## src/rtl/i2s_slave_rx.sv

```systemverilog
// i2s_slave_rx: I2S slave receiver clocked by mclk; syncs sclk/ws/sd, deserializes
// MSB-first words and emits left/right pairs with a frame-valid pulse.
module i2s_slave_rx #(
  parameter int d_width         = 24,
  parameter int sclk_ws_ratio   = 64,
  parameter int mclk_sclk_ratio = 4
) (
  input  logic               mclk,
  input  logic               reset_n,
  input  logic               sclk,
  input  logic               ws,
  input  logic               sd,
  output logic [d_width-1:0] l_data_rx,
  output logic [d_width-1:0] r_data_rx,
  output logic               o_dv,
  output logic               o_frame_err,
  output logic               o_locked
);
  localparam int bw = $clog2(d_width + 1);
  localparam int sw = $clog2(sclk_ws_ratio);

  if (mclk_sclk_ratio < 4 || sclk_ws_ratio % 2 != 0 || sclk_ws_ratio < 2 * d_width + 2) begin : g_bad_params
    $error("i2s_slave_rx: illegal parameter combination");
  end

  logic [1:0]         sclk_s, ws_s, sd_s;
  logic               sclk_d, ws_prev, ws_vld, chan, l_ok, r_done;
  logic [bw-1:0]      bit_cnt;
  logic [sw-1:0]      slot_cnt;
  logic [d_width-1:0] shreg, shreg_nx, l_hold;
  logic               rise, trans, full, done, slot_ok;

  always_comb begin
    rise     = sclk_s[1] & ~sclk_d;
    trans    = ws_vld & (ws_s[1] != ws_prev);
    shreg_nx = {shreg[d_width-2:0], sd_s[1]};
    full     = bit_cnt == bw'(d_width);
    done     = rise & ~trans & o_locked & (bit_cnt == bw'(d_width - 1));
    slot_ok  = int'(slot_cnt) + 1 == sclk_ws_ratio / 2;
  end

  always_ff @(posedge mclk) begin
    if (!reset_n) begin
      sclk_s      <= '0;
      ws_s        <= '0;
      sd_s        <= '0;
      sclk_d      <= 1'b0;
      ws_prev     <= 1'b0;
      ws_vld      <= 1'b0;
      chan        <= 1'b0;
      l_ok        <= 1'b0;
      r_done      <= 1'b0;
      bit_cnt     <= '0;
      slot_cnt    <= '0;
      shreg       <= '0;
      l_hold      <= '0;
      l_data_rx   <= '0;
      r_data_rx   <= '0;
      o_dv        <= 1'b0;
      o_frame_err <= 1'b0;
      o_locked    <= 1'b0;
    end else begin
      sclk_s      <= {sclk_s[0], sclk};
      ws_s        <= {ws_s[0], ws};
      sd_s        <= {sd_s[0], sd};
      sclk_d      <= sclk_s[1];
      o_dv        <= r_done;
      o_frame_err <= 1'b0;
      r_done      <= 1'b0;
      if (r_done) begin
        l_data_rx <= l_hold;
        r_data_rx <= shreg;
        l_ok      <= 1'b0;
      end
      if (rise) begin
        // the first rise after reset only seeds ws_prev, so an idle ws level never reads as an edge
        ws_prev <= ws_s[1];
        ws_vld  <= 1'b1;
        if (trans) begin
          bit_cnt  <= '0;
          slot_cnt <= '0;
          chan     <= ws_s[1];
          o_locked <= 1'b1;
          if (o_locked && (!slot_ok || !full)) o_frame_err <= 1'b1;
          if (o_locked && !full) l_ok <= 1'b0;
        end else begin
          if (slot_cnt != '1) slot_cnt <= slot_cnt + 1'b1;
          if (o_locked && !full) begin
            shreg   <= shreg_nx;
            bit_cnt <= bit_cnt + 1'b1;
          end
          if (done && !chan) begin
            l_hold <= shreg_nx;
            l_ok   <= 1'b1;
          end
          if (done && chan && l_ok) r_done <= 1'b1;
        end
      end
    end
  end
endmodule

```

## config.mk

```make
export PLATFORM = sky130hd
export DESIGN_NAME = i2s_slave_rx
export DESIGN_NICKNAME = d
export VERILOG_FILES = /design/src/rtl/i2s_slave_rx.sv
export SDC_FILE = /design/constraint.sdc
export NUM_CORES = 1
export LEC_CHECK = 0
export CELL_PAD_IN_SITES_DETAIL_PLACEMENT = 1
export CELL_PAD_IN_SITES_GLOBAL_PLACEMENT = 2
export CORE_MARGIN = 2
export CORE_UTILIZATION = 34
export CTS_CLUSTER_DIAMETER = 100
export DETAILED_ROUTE_END_ITERATION = 6
export HOLD_SLACK_MARGIN = 0.03
export PLACE_DENSITY_LB_ADDON = 0.1
export REMOVE_ABC_BUFFERS = 1
export SLEW_MARGIN = 20
export SYNTH_ARGS = -nofsm -noshare
export SYNTH_HDL_FRONTEND = slang
export SYNTH_SLANG_ARGS = --single-unit
```

## constraint.sdc

```tcl
create_clock -name mclk -period 2.05 [get_ports mclk]
set_clock_uncertainty 0.2 [all_clocks]
set_input_delay 0.3075 -clock mclk [delete_from_list [all_inputs] [get_ports mclk]]
set_output_delay 0.3075 -clock mclk [all_outputs]
set_load 0.02 [all_outputs]
```

==> reports/results.txt, run 1 <==
Pre-antenna DRT Iters - 4
final count of negative-setup-slack endpoints - 0
Hold Crit Class - in2reg
synth warn - 0
routed len/inst - 14.92 µm
CP Class - reg2out
Worst-Margin Slew - 0.5607 ns
htree depth - 4
Seq cells post-synth - 122
post-synthesis async set-or-reset flop share - 0%
# port buffers - 55
r2r startpoint - bit_cnt[0]$_SDFFE_PN0P_
Final Critical Period - 1.957 ns
sequential area share after synthesis - 53.44%
max_slew headroom - 62.62%
WP data arrival - 1.45 ns
Critical Path End Type - output port
HPWL after DPL - 7161 µm
clk root buf - clkbuf_16
Core Rows - 42
RSZ-0062 raised after global routing - true
CP startpoint - o_locked$_SDFFE_PN0P_
status - finished clean
Post-synth EDFFs - 0
average vias per placed instance - 4.849
Crit path largest cell delay - 0.63 ns
cts hold-fix bufs - 0
Crit-path slowest cell - clkdlybuf4s50_1
worst-path fanout max - 5
Cells on Worst Hold Path - 3
average cell area after synthesis - 9.234 µm²
die height - 119.9 µm
Mapped Area - 0.004571 mm²
Max-Cap Viols - 0
Final Max Tran Viols - 0
total clock sinks - 122
PwrDens - 873.9 mW/mm²
dpl cells - 710
Ant. Diodes - 0
share of layout cells above drive strength 1 - 13.33%
Final Cycle Share - 95.48%
r2r setup slk - 0.11 ns
Clock Latency Late Sink - 0.41 ns
Placement Setup Slack - 0.08164 ns
die footprint - 0.01439 mm²
CP cell instances - clkdlybuf4s50_1
fin cells - 746
Starting Density - 34.65%
routed wire length - 11130 µm
instance count on the critical path - 1
initial antenna violation count - 0
Residual DRC - 0
CORE AREA - 0.01319 mm²
Top Family by Delay on Critical Path - buffers and inverters
R2R cell count - 6
synth unique cells - 44
Chip Width - 119.9 µm
IO Pins - 56
largest net degree at the start of global routing - 69
final worst slack - 0.09259 ns
Final ANT Viol Nets - 0
most common cell after layout, fill and taps aside - dfxtp_1
GR Overflow Total - 0
leakage power - 1.949 nW
drt initial violations - 157
Longest Clk Path Bufs - 2
top_reg_cell synth - dfxtp_1
post-layout net count - 565
Final GP Congestion - 0.7651
most frequent cells in the layout - 121 x dfxtp_1, 88 x nand2_1, 54 x nor2_1, 54 x clkdlybuf4s50_1, 49 x mux2i_1
final hold violations - 0
routed vias - 3617
synth-to-layout area growth - 30.14%
Max Clk Rate - 510.9 MHz
Worst-path clk slew - 0.05 ns
first-pass GRT wire length - 18400 µm
CTS tree - done
setup TNS - 0 ns
critical path startpoint category - register
WP buf/inv - 1
RR Endpoint - l_hold[21]$_SDFFE_PN0P_
Synth Instances - 495
total CTS buffers - 17
Critical Path RT - 1.54 ns
vias in the first global route - 3663
Setup crit end - o_locked
hold slack - 0.1508 ns
Worst VDD drop - 0.0005875 V
Tot GR Track Use - 16.40%
-- sequential cells by signal (all words and copies together), names as in the netlist --
signal	count
bit_cnt	5
chan	1
l_data_rx	24
l_hold	24
l_ok	1
o_dv	1
o_frame_err	1
o_locked	1
r_data_rx	24
r_done	1
sclk_d	1
sclk_s	2
sd_s	2
shreg	24
slot_cnt	6
ws_prev	1
ws_s	2
ws_vld	1
-- synthesized netlist by cell type (all sizes together) (2+ instances only) --
library cell / n / area [µm²]
buf: 13 / 77.58
o2111ai: 2 / 17.52
dfxtp: 122 / 2442
mux2i: 49 / 490.5
o31ai: 2 / 15.01
a211oi: 2 / 15.01
ha: 3 / 37.54
a31oi: 4 / 25.02
o21ai: 27 / 135.1
or4: 3 / 23.77
and2: 9 / 56.30
clkbuf: 21 / 80.07
o22ai: 4 / 25.02
a21oi: 31 / 215.2
inv: 6 / 22.52
nor2: 54 / 202.7
nand3: 32 / 160.2
nand2b: 2 / 12.51
a2111oi: 2 / 36.29
nand4: 3 / 18.77
nand2: 88 / 330.3
-- area by class of cell --
type                    instances  area, µm²
inverters                       6      22.52
fillers                      1508       7242
repair buffers                 76      728.2
flip-flops and latches        122       2444
well taps                     176      220.2
clock buffers                  25      505.5
clock inverters                 7      40.04
multi-input cells             334       1988
-- cell families (layout without fill, tap and decap cells) --
kind of cell             count (synthesis)  after routing  share of synthesized area [%]
AO/OA/AOI/OAI                           79             80                          11.55
XOR/XNOR                                 2              2                         0.3833
adder cells (fa/ha/maj)                  3              3                         0.8213
buffers and inverters                   40            114                          3.942
flip-flops                             122            122                          53.44
multiplexers                            49             49                          10.73
AND/OR/NAND/NOR                        200            200                          19.14
-- how the worst min path moves through the flow --
stage,startpoint,endpoint
after floorplan,sclk_s[0]$_SDFF_PN0_,sclk_s[1]$_SDFF_PN0_
after global placement,ws_s[0]$_SDFF_PN0_,ws_s[1]$_SDFF_PN0_
after detailed placement,ws_s[0]$_SDFF_PN0_,ws_s[1]$_SDFF_PN0_
after CTS,reset_n,l_ok$_SDFF_PN0_
after global routing,reset_n,l_ok$_SDFF_PN0_
final,reset_n,l_ok$_SDFF_PN0_
-- metrics by stage --
stage | instance area [µm²] | utilization (%) | total power [W]
CTS | 5909 | 44.80 | 0.005270
floorplan | 4413 | - | 0.002480
global placement | 5364 | 40.67 | 0.002540
finish | 5948 | 45.10 | 0.005198
detailed placement | 5364 | 40.67 | 0.002542
global route | 5948 | 45.10 | 0.005428
-- timing repair --
item / 4_1_cts / 5_1_grt
resized for setup: 0 / 2
endpoints found under the setup margin: 0 / 31
setup buffers: 0 / 3
-- power by group --
| part | switching [W] | internal, W |
|---|---|---|
| registers | 0.00000733 | 0.00238 |
| clock network | 0.00101 | 0.00169 |
| logic | 0.0000750 | 0.0000280 |
| total | 0.00110 | 0.00410 |
-- routing by layer --
layer  GRT usage, %  vias to the layer above  share of wire, %
met2          26.07                       57                46
met5              0                        -                 0
met3          5.561                       10               4.2
li1               -                     1817                 -
met1          20.55                     1733                48
met4          6.176                        0               1.3
(Power assumes the default switching activity.)
==> inputs of run 2 (changes only) <==
Settings changed: GPL_ROUTABILITY_DRIVEN set to 0.
==> results of run 2 <==
No change in the layout: final DEF, timing and power equal those of run 1.
